$ cat src/rtl/alu_share_controller.sv
// Shares one 16-bit EXE-stage ALU between the in-order pipeline and an
// iterative shift-and-add multiplier, with a starvation guard for the multiplier.
module alu_share_controller #(
  parameter int STARVE_LIMIT = 4,
  parameter int CNT_W        = 3
) (
  input  logic        clk,
  input  logic        reset,
  input  logic        pipe_valid,
  input  logic [2:0]  pipe_signals,
  input  logic [15:0] pipe_a,
  input  logic [15:0] pipe_b,
  input  logic [15:0] pipe_imm,
  output logic        pipe_stall,
  output logic [15:0] pipe_result,
  output logic        pipe_result_valid,
  input  logic        mul_start,
  input  logic [15:0] mul_a,
  input  logic [15:0] mul_b,
  output logic        mul_busy,
  output logic        mul_done,
  output logic [15:0] mul_result,
  output logic [15:0] alu_a,
  output logic [15:0] alu_b,
  output logic [1:0]  alu_op,
  input  logic [15:0] alu_result
);

  typedef enum logic [1:0] {S_IDLE, S_RUN, S_DONE} state_t;

  localparam logic [CNT_W-1:0] LIMIT = CNT_W'(STARVE_LIMIT);

  state_t           r_state;
  state_t           w_state_next;
  logic [15:0]      r_acc;
  logic [15:0]      r_mcand;
  logic [15:0]      r_mplier;
  logic [15:0]      r_pipe_result;
  logic [15:0]      r_mul_result;
  logic             r_pipe_result_valid;
  logic [CNT_W-1:0] r_starve_cnt;

  logic w_run;
  logic w_mplier_zero;
  logic w_mul_req;
  logic w_starved;
  logic w_mul_grant;
  logic w_pipe_grant;
  logic w_step;
  logic w_last_step;

  assign w_run         = (r_state == S_RUN);
  assign w_mplier_zero = (r_mplier == 16'd0);
  assign w_mul_req     = w_run && !w_mplier_zero && r_mplier[0];
  assign w_starved     = (r_starve_cnt == LIMIT);
  assign w_mul_grant   = w_mul_req && (!pipe_valid || w_starved);
  assign w_pipe_grant  = pipe_valid && !w_mul_grant;

  // A RUN cycle advances one bit unless its set bit is still waiting on the ALU
  assign w_step      = w_run && !w_mplier_zero && (!r_mplier[0] || w_mul_grant);
  assign w_last_step = w_step && (r_mplier[15:1] == 15'd0);

  // State register
  always_ff @(posedge clk) begin
    if (reset) begin
      r_state <= S_IDLE;
    end else begin
      r_state <= w_state_next;
    end
  end

  // Next-state logic
  always_comb begin
    w_state_next = r_state;
    case (r_state)
      S_IDLE: if (mul_start) w_state_next = S_RUN;
      S_RUN:  if (w_mplier_zero || w_last_step) w_state_next = S_DONE;
      S_DONE: w_state_next = S_IDLE;
      default: w_state_next = S_IDLE;
    endcase
  end

  // Outputs: status flags, arbitration and ALU operand steering
  always_comb begin
    mul_busy   = (r_state != S_IDLE);
    mul_done   = (r_state == S_DONE);
    pipe_stall = pipe_valid && w_mul_grant;
    alu_a      = 16'd0;
    alu_b      = 16'd0;
    alu_op     = 2'b00;
    if (w_mul_grant) begin
      alu_a  = r_acc;
      alu_b  = r_mcand;
      alu_op = 2'b01;
    end else if (w_pipe_grant) begin
      alu_a  = pipe_a;
      alu_b  = pipe_signals[2] ? pipe_imm : pipe_b;
      alu_op = pipe_signals[1:0];
    end
  end

  // Multiplier datapath
  always_ff @(posedge clk) begin
    if (reset) begin
      r_acc        <= 16'd0;
      r_mcand      <= 16'd0;
      r_mplier     <= 16'd0;
      r_mul_result <= 16'd0;
    end else begin
      if (r_state == S_IDLE && mul_start) begin
        r_mcand  <= mul_a;
        r_mplier <= mul_b;
        r_acc    <= 16'd0;
      end else if (w_run) begin
        if (w_mplier_zero) begin
          r_mul_result <= r_acc;
        end else if (w_step) begin
          if (w_mul_grant) r_acc <= alu_result;
          r_mcand  <= {r_mcand[14:0], 1'b0};
          r_mplier <= {1'b0, r_mplier[15:1]};
          // The final add lands in acc on this same edge, so forward it
          if (w_last_step) r_mul_result <= w_mul_grant ? alu_result : r_acc;
        end
      end
    end
  end

  // Starvation counter
  always_ff @(posedge clk) begin
    if (reset) begin
      r_starve_cnt <= '0;
    end else if (!w_run || w_mul_grant) begin
      r_starve_cnt <= '0;
    end else if (w_mul_req && pipe_valid && !w_starved) begin
      r_starve_cnt <= r_starve_cnt + 1'b1;
    end
  end

  // Pipeline result register
  always_ff @(posedge clk) begin
    if (reset) begin
      r_pipe_result       <= 16'd0;
      r_pipe_result_valid <= 1'b0;
    end else begin
      r_pipe_result_valid <= w_pipe_grant;
      if (w_pipe_grant) r_pipe_result <= alu_result;
    end
  end

  assign pipe_result       = r_pipe_result;
  assign pipe_result_valid = r_pipe_result_valid;
  assign mul_result        = r_mul_result;

endmodule

$ cat config.mk
export PLATFORM = sky130hd
export DESIGN_NAME = alu_share_controller
export DESIGN_NICKNAME = d
export VERILOG_FILES = /design/src/rtl/alu_share_controller.sv
export SDC_FILE = /design/constraint.sdc
export NUM_CORES = 1
export LEC_CHECK = 0
export ABC_AREA = 1
export BUFFER_PORTS_ARGS = -buffer_cell sky130_fd_sc_hd__buf_4
export CAP_MARGIN = 30
export CORE_ASPECT_RATIO = 1.25
export CORE_MARGIN = 1.5
export CORE_UTILIZATION = 55
export CTS_BUF_LIST = sky130_fd_sc_hd__clkbuf_2
export CTS_CLUSTER_SIZE = 25
export DETAILED_ROUTE_END_ITERATION = 8
export HOLD_SLACK_MARGIN = 0.12
export PLACE_DENSITY_LB_ADDON = 0.05
export SLEW_MARGIN = 10
export SYNTH_ARGS = -nofsm -noshare
export SYNTH_HDL_FRONTEND = slang
export SYNTH_SLANG_ARGS = --single-unit
$ cat constraint.sdc
create_clock -name clk -period 4.6 [get_ports clk]
set_input_delay 1.38 -clock clk [delete_from_list [all_inputs] [get_ports clk]]
set_output_delay 1.38 -clock clk [all_outputs]
set_load 0.03 [all_outputs]
Yosys cells after proc, flatten, opt, wreduce, memory -nomap -nowiden
Index checks and enable logic that the tools add are counted.

Register bits: 86. Bits of input ports: 103. Output and inout bits: 70. Word-level logic and storage cells: 73.

Add/subtract/negate cells: 1. Equality and inequality tests: 6. Muxes and demuxes: 22. Bitwise logic cells: 2. Reduce and logical (&&, ||, !) cells: 34.

Operators by type and width (count): $mux W16 (17); $logic_not A16 Y1 (1); $logic_not A15 Y1 (1); $logic_and A1 B1 Y1 (10); $reduce_bool A2 Y1 (5); $mux W2 (4); $logic_not A1 Y1 (6); $reduce_and A3 Y1 (2); $logic_or A1 B1 Y1 (4); $ne A2 B1 Y1 const B (2); $pmux W2 S2 (1); $reduce_and A4 Y1 (1); $reduce_or A2 Y1 (2); $add A3 B1 Y3 const B (1); $eq A3 B3 Y1 const B (1); $eq A2 B1 Y1 const B (1); $eq A2 B2 Y1 const B (1); $logic_not A2 Y1 (1); $ne A2 B2 Y1 const B (1); $not A1 Y1 (2); $reduce_and A2 Y1 (1).

Logic depth before layout (Yosys ltp)
Gate-level depths: netlist (run 1).

Depth after elaboration: 11. Depth in mapped cells: 13. Depth with buffers taken out: 11.

Least setup slack after synthesis (run 1)
OpenSTA, ideal clock, no wires.

Kind: input -> output. Start point: input port pipe_valid. End point: output port alu_a[11]. Arrival: 2.692 ns. Data required time: 3.220 ns. Slack: 0.528 ns. Stages: 6. Path buffers: 1. Cell sequence: nand2_1 -> inv_2 -> nor2_4 -> nand3_4 -> clkbuf_1 -> o21ai_0.

Longest elaborated chain between the ends: 7.

Ends and longest elaborated chain: from (decl) (line 9) `input logic pipe_valid,`; $logic_not A1 Y1 (line 56) `assign w_mul_grant = w_mul_req && (!pipe_valid || w_starved);`; $logic_or A1 B1 Y1 (line 56); $logic_and A1 B1 Y1 (line 56); $logic_not A1 Y1 (line 57) `assign w_pipe_grant = pipe_valid && !w_mul_grant;`; $logic_and A1 B1 Y1 (line 57); $mux W16 (line 95) `end else if (w_pipe_grant) begin`; $mux W16 (*) (line 91) `if (w_mul_grant) begin`; to (decl) (line 23) `output logic [15:0] alu_a,`.

Mark *: on every way between the ends. The rest lies on a longest branch, timed or not.

Worst setup path in the final report (run 1)
Start point: input port pipe_valid. End point: output port alu_a[5].

Same word-level chain as after synthesis.

==> results by group, run 1 <==
Floorplan
  • Row count: 36
  • Die extent in x: 83.54 um
  • Core area: 7838 sq um
  • Die Footprint: 8660 sq um
  • Starting Density: 56.90%
  • IO Count: 173
  • Die span in y: 103.7 um

Worst setup path
  • Worst Path Arrival: 2850 ps
  • Worst Path Required: 3220 ps
  • CP Capture Type: primary output
  • Cells along the critical path: buf_4, nand2_1, inv_2, nor2_4, nand3_4, nand2_4, inv_2, nand2_1, o21ai_0, buf_4
  • Crit path kind: primary input to primary output
  • CP max stage cell: inv_2
  • CP startpoint kind: primary input
  • Critical Path Max Stage Delay: 570 ps
  • Worst Path Max Fanout: 48

Finish
  • Layout cell share with drive strength beyond 1: 32.78%
  • Layout net count: 884
  • Most frequent cells in the layout: 179 x buf_4, 146 x nand2_1, 86 x dfxtp_1
  • Commonest non-fill, non-tap cell in the layout: buf_4
  • Fill cell count: 671
  • Synthesis-to-finish area growth: 31.65%
  • Antenna cells: 0

Synth
  • Post-synth EDFFs: 0
  • Mapped cell area: 4459 sq um
  • Post-synthesis sequential area ratio: 38.61%
  • Share of synthesized registers carrying an async set or reset: 0%
  • Syn Inst Count: 628
  • Post-Synth Adder-Cell Area: 0.5612%
  • Multiplexer area fraction after synthesis: 11.62%
  • Synth Area per Inst: 7.101 sq um
  • Largest family of logic cells by synthesized area: simple AND/OR/NAND/NOR gates
  • Compound-cell area share of the yosys netlist: 11.36%
  • Synth Net Count: 733
  • Unique masters post-synth: 28
  • Top_reg_cell synth: dfxtp_1
  • XOR/XNOR share of the synthesized area: 0.1964%
  • Synth Warn #: 0
  • Simple-Gate Fraction of Synth Area: 27.64%
  • Synth Register Bits: 86

STA
  • Final slew viol count: 0
  • Final setup vio count: 0
  • Hold_ws: 501.5 ps
  • Max Clk Rate: 0.2362 GHz
  • Minimum clock period: 4234 ps
  • Worst Clk Skew: 57.80 ps
  • Tcrit/Tclk final: 92.05%
  • Least-Margin Pin Slew: 785.3 ps
  • Slew margin rel.: 47.57%
  • Final setup TNS: 0 ps
  • Hold Vio Cnt, Final: 0
  • RSZ-0062 raised after global routing: false

CTS
  • CTS tree: yes
  • Clock latency on the worst-skew pair: 570 ps
  • CTS HTree Levels: 3
  • Post-CTS sizing: 0
  • Clock Sinks: 86
  • Cts bufs inserted: 9
  • Clk buf depth: 2
  • # Post-CTS Setup Buffers: 0
  • Root buf cell: clkbuf_2
  • CTS clk-pin slew, worst paths: 220 ps
  • Hold_buf cts: 0

Route
  • Vias: 4654
  • Initial drt markers: 191
  • Via density: 5.295
  • ANT nets after route: 0
  • Pre-antenna DRT Iters: 5
  • Routed len/inst: 14.11 um
  • DRC: 0
  • Routed WL: 12.41 mm

GRT
  • Aggregate global-route resource usage: 28.15%
  • Largest net degree at the start of global routing: 52
  • Vias in the first global route: 4359
  • Grt ovf: 0
  • Initial antenna violation count: 0
  • First-pass GRT wire length: 20.09 mm

Placement
  • RePlAce Congestion: 0.8663
  • Dpl hpwl: 9.254 mm
  • PortBufs: 172

Worst hold path
  • Worst min path class: flip-flop to flip-flop

Outcome
  • Status: finished clean

Power and ir drop
  • PD cells: 407.3 nW/um^2
  • Worst VDD drop: 0.2589 mV
  • LEAKAGE: 2.766 nW

Job
  • Maxcap violations: 0
## through the flow
stage               area (sq um)  utilization, %  setup WS, ps  total power [W]  std cells
floorplan                   4459               -         528.0         0.001681        628
global placement            5718           72.96         373.2         0.001935        862
detailed placement          5746           73.31         375.9         0.001988        863
CTS                         5871           74.90         371.0         0.002395        879
global route                5871           74.90         84.87         0.002536        879
finish                      5871           74.90         365.7         0.002391        879
## registers in the layout, summed over array words and instances, names as in the netlist
signal,flops
r_starve_cnt,3
r_mcand,16
mul_result,16
pipe_result_valid,1
pipe_result,16
r_acc,16
r_state,2
r_mplier,16
## cell type report
type                       count  area [sq um]  area share, %
clock buffer                   9         45.04         0.7673
clock inverter                 7         80.08          1.364
inverter                      64         240.2          4.092
sequential                    86          1722          29.33
timing repair buffer         180          1371          23.36
tap                           95         118.9          2.025
multi-input combinational    438          2293          39.07
## worst max-delay path, delay by kind of cell
family | cells | cell delay, ps
buffers and inverters | 4 | 950
and+or+nand+nor | 5 | 360
AOI/OAI and AO/OA | 1 | 130
## power by group
group          internal (W)  switching (W)  leakage [nW]
registers          0.000853      0.0000698         0.701
clock network      0.000133       0.000286        0.0748
logic              0.000406       0.000644          1.99
total               0.00139       0.000999          2.77
## path summary, 6_finish.rpt
kind | start | end | slack, ps | cells after the start
worst min-delay path | r_mcand[15] | r_mcand[15] | 500 | 2
worst max-delay path | pipe_valid | alu_a[5] | 370 | 10
worst max register to register | r_mplier[7] | r_mcand[2] | 2160 | 10
worst min register to register | r_mcand[15] | r_mcand[15] | 500 | 2
## layer usage
layer	wire length, um	GRT usage (%)
met2	6552	51.74
met5	0	0
met1	4821	31.62
met4	413	13.82
met3	618	3.745
## Yosys cell counts (12+ instances only)
cell	number	area, sq um
buf_2	21	105.1
a21oi_1	49	245.2
inv_1	61	229.0
nand3_1	34	170.2
clkbuf_1	12	45.04
nand2_1	147	551.8
nor2_1	77	289.0
o21ai_1	20	100.1
mux2_2	46	518.0
nand4_1	19	118.9
dfxtp_1	86	1722
o21ai_0	28	140.1
## logic make-up (layout without fill, tap and decap cells)
logic type / Yosys count / count (layout)
simple gates: 289 / 289
compound gates: 100 / 100
flops: 86 / 86
xor+xnor: 1 / 1
fa+ha+maj: 2 / 2
buf+inv: 104 / 260
mux: 46 / 46
No activity file was read; power rests on OpenSTA's default activity.
==> run 2, diff against run 1 <==
--- a/config.mk
+++ b/config.mk
@@ -5,7 +5,6 @@
 export SDC_FILE = /design/constraint.sdc
 export NUM_CORES = 1
 export LEC_CHECK = 0
-export ABC_AREA = 1
 export BUFFER_PORTS_ARGS = -buffer_cell sky130_fd_sc_hd__buf_4
 export CAP_MARGIN = 30
 export CORE_ASPECT_RATIO = 1.25
==> results by group, run 2 <==
Worst setup path
  • Reg2reg end: r_mcand[15] (was r_mcand[2])
  • Flop2flop setup slack: 1980 ps (was 2160 ps)
  • Worst Path Arrival: 2700 ps (was 2850 ps)
  • Worst-case reg-to-reg path depth: 5 (was 10)
  • Crit path from: r_mplier[0] (was pipe_valid)
  • Worst Path Required: 3220 ps (about the same)
  • Worst Path Max Fanout: 62 (was 48)
  • R2r startpoint: r_mplier[0] (was r_mplier[7])
  • CP startpoint kind: flip-flop (was primary input)
  • CP Capture Type: primary output (unchanged)
  • Crit path kind: flip-flop to primary output (was primary input to primary output)

Synth
  • Syn Inst Count: 553 (was 628)
  • Top_reg_cell synth: dfxtp_1 (unchanged)
  • Cell accounting for the most synthesized area: dfxtp_1 (unchanged)
  • Dominant cells by area after synthesis: dfxtp_1 38%, nand2_1 8.0%, mux2i_1 7.0% (was dfxtp_1 39%, nand2_1 12%, mux2_2 12%)
  • Synth Warn #: 0 (unchanged)
  • Cell with the most instances after synthesis: nand2_1 (unchanged)
  • Post-synth EDFFs: 0 (unchanged)
  • Unique masters post-synth: 41 (was 28)
  • Synth Register Bits: 86 (unchanged)
  • Mapped cell area: 4578 sq um (was 4459 sq um)
  • Synth Area per Inst: 8.279 sq um (was 7.101 sq um)
  • Post-synth top cells: 97 x nand2_1, 86 x dfxtp_1, 50 x nor2_1 (was 147 x nand2_1, 86 x dfxtp_1, 77 x nor2_1)
  • Synth Net Count: 658 (was 733)
  • Share of synthesized registers carrying an async set or reset: 0% (unchanged)
  • Top-area cell type share of the netlist area: 37.61% (was 38.61%)
  • Post-synthesis sequential area ratio: 37.61% (was 38.61%)

Route
  • ANT nets after route: 0 (unchanged)
  • DRC: 0 (unchanged)
  • Vias: 4522 (was 4654)
  • Initial drt markers: 233 (was 191)
  • Routed WL: 12.70 mm (was 12.41 mm)
  • Routed len/inst: 15.93 um (was 14.11 um)
  • Via density: 5.674 (was 5.295)
  • Pre-antenna DRT Iters: 4 (was 5)

Outcome
  • Status: finished clean (unchanged)

Finish
  • Register Area: 1722 sq um (unchanged)
  • Most frequent cells in the layout: 183 x buf_4, 97 x nand2_1, 86 x dfxtp_1 (was 179 x buf_4, 146 x nand2_1, 86 x dfxtp_1)
  • Synthesis-to-finish area growth: 30.20% (was 31.65%)
  • Layout cell share with drive strength beyond 1: 33.43% (was 32.78%)
  • Layout net count: 800 (was 884)
  • Final Util: 73.16% (was 74.90%)
  • Area occupied by multi-input gates: 2536 sq um (was 2293 sq um)
  • Fill cell count: 652 (was 671)
  • Commonest non-fill, non-tap cell in the layout: buf_4 (unchanged)
  • Final cell count without fillers: 797 (was 879)
  • Antenna cells: 0 (unchanged)

Power and ir drop
  • Power share of the combinational group: 30.9% (was 43.9%)
  • PD cells: 292.1 nW/um^2 (was 407.3 nW/um^2)
  • LEAKAGE: 2.599 nW (was 2.766 nW)
  • Internal power: 0.001122 W (was 0.001392 W)
  • Switching share of power: 35.58% (was 41.78%)
  • Clock Power Share: 19.1% (was 17.5%)
  • Sequential power share: 50.0% (was 38.6%)
  • Worst VDD drop: 0.1766 mV (was 0.2589 mV)
  • Net Switching: 0.0006195 W (was 0.0009990 W)

GRT
  • Aggregate global-route resource usage: 28.33% (was 28.15%)
  • Largest net degree at the start of global routing: 69 (was 52)
  • First-pass GRT wire length: 20.61 mm (was 20.09 mm)
  • Vias in the first global route: 4418 (was 4359)
  • Initial antenna violation count: 0 (unchanged)
  • Grt ovf: 0 (unchanged)

CTS
  • Post-CTS sizing: 0 (unchanged)
  • Cts bufs inserted: 9 (unchanged)
  • CTS tree: yes (unchanged)
  • CTS clk-pin slew, worst paths: 240 ps (was 220 ps)
  • Root buf cell: clkbuf_2 (unchanged)
  • Clk buf depth: 2 (unchanged)
  • CTS HTree Levels: 3 (unchanged)
  • Clock latency on the worst-skew pair: 560 ps (was 570 ps)
  • Clock Sinks: 86 (unchanged)
  • Hold_buf cts: 0 (unchanged)
  • # Post-CTS Setup Buffers: 0 (unchanged)

STA
  • Max Clk Rate: 0.2452 GHz (was 0.2362 GHz)
  • Hold Vio Cnt, Final: 0 (unchanged)
  • Tcrit/Tclk final: 88.64% (was 92.05%)
  • Final setup TNS: 0 ps (unchanged)
  • RSZ-0062 raised after global routing: false (unchanged)
  • Final slew viol count: 0 (unchanged)
  • Minimum clock period: 4078 ps (was 4234 ps)
  • Worst Clk Skew: 29.46 ps (was 57.80 ps)
  • Slew margin rel.: 39.47% (was 47.57%)
  • Final setup vio count: 0 (unchanged)
  • Least-Margin Pin Slew: 907.8 ps (was 785.3 ps)

Placement
  • RePlAce Congestion: 0.8129 (was 0.8663)
  • Placed insts: 781 (was 863)
  • Dpl hpwl: 8.875 mm (was 9.254 mm)
  • PortBufs: 172 (unchanged)

Worst hold path
  • Hold Path Sink: r_mplier[2] (was r_mcand[15])
  • Worst min path class: flip-flop to flip-flop (unchanged)
  • Hold path start: r_mplier[3] (was r_mcand[15])
  • Worst hold path stage count: 2 (unchanged)

Floorplan
  • Die Footprint: 8884 sq um (was 8660 sq um)
  • Core area: 8148 sq um (was 7838 sq um)
  • Die span in y: 105.0 um (was 103.7 um)
  • Starting Density: 56.19% (was 56.90%)
  • Die extent in x: 84.61 um (was 83.54 um)
  • Row count: 37 (was 36)
  • IO Count: 173 (unchanged)

Job
  • Maxcap violations: 0 (unchanged)
-- run 2: cells by family (layout without fill, tap and decap cells) --
group,Yosys count,in the layout,synth area share (%)
mux,48,48,10.93
simple gates,188,188,18.75
flops,86,86,37.61
buf+inv,73,220,7.488
fa+ha+maj,2,2,0.5465
compound gates,156,156,24.68
-- run 2: critical path, stage by stage, from the launching register on --
cell,delay [ps]
dfxtp_1,860
nand3b_1,360
a21oi_4,240
buf_12,260
nand2_1,90
o21ai_0,90
buf_4,200
-- run 2: worst max path at each step --
stage	end	slack (ps)	cells past startpoint
4_1_cts	alu_b[4]	560	6
5_1_grt	alu_b[7]	320	6
6_report	alu_b[7]	520	6
3_5_place_dp	alu_b[4]	790	6
2_1_floorplan	alu_b[5]	450	5
3_3_place_gp	alu_a[6]	830	6
-- run 2: routing by layer --
metal / track usage, % / vias up / wire (um)
met1: 33.90 / 2111 / 5243
met3: 7.346 / 25 / 863
met5: 0 / - / 0
met2: 48.36 / 155 / 6305
li1: - / 2231 / -
met4: 10.71 / 0 / 285
-- run 2: cell type report --
cell class                 count  area share (%)
inverter                      19           1.196
multi-input combinational    394           42.55
sequential                    86           28.88
clock inverter                 6          0.6507
tap                           97           2.036
clock buffer                  10          0.8396
timing repair buffer         185           23.85
-- run 2: metrics by stage --
step | hold slack, ps | setup WS [ps] | total power, W | area (sq um)
CTS | 504.5 | 562.8 | 0.001745 | 5961
global route | 525.6 | 317.4 | 0.001834 | 5961
detailed placement | 472.4 | 792.8 | 0.001421 | 5872
floorplan | 446.7 | 445.2 | 0.001223 | 4578
global placement | 466.8 | 834.4 | 0.001401 | 5844
finish | 501.4 | 522.4 | 0.001741 | 5961
-- run 2: power by group through the flow --
stage               clock network [W]  registers [W]  logic (W)
floorplan                           0       0.000888   0.000335
detailed placement                  0       0.000883   0.000538
finish                       0.000332       0.000870   0.000539
CTS                          0.000337       0.000868   0.000540
global placement                    0       0.000881   0.000520
global route                 0.000371       0.000879   0.000584
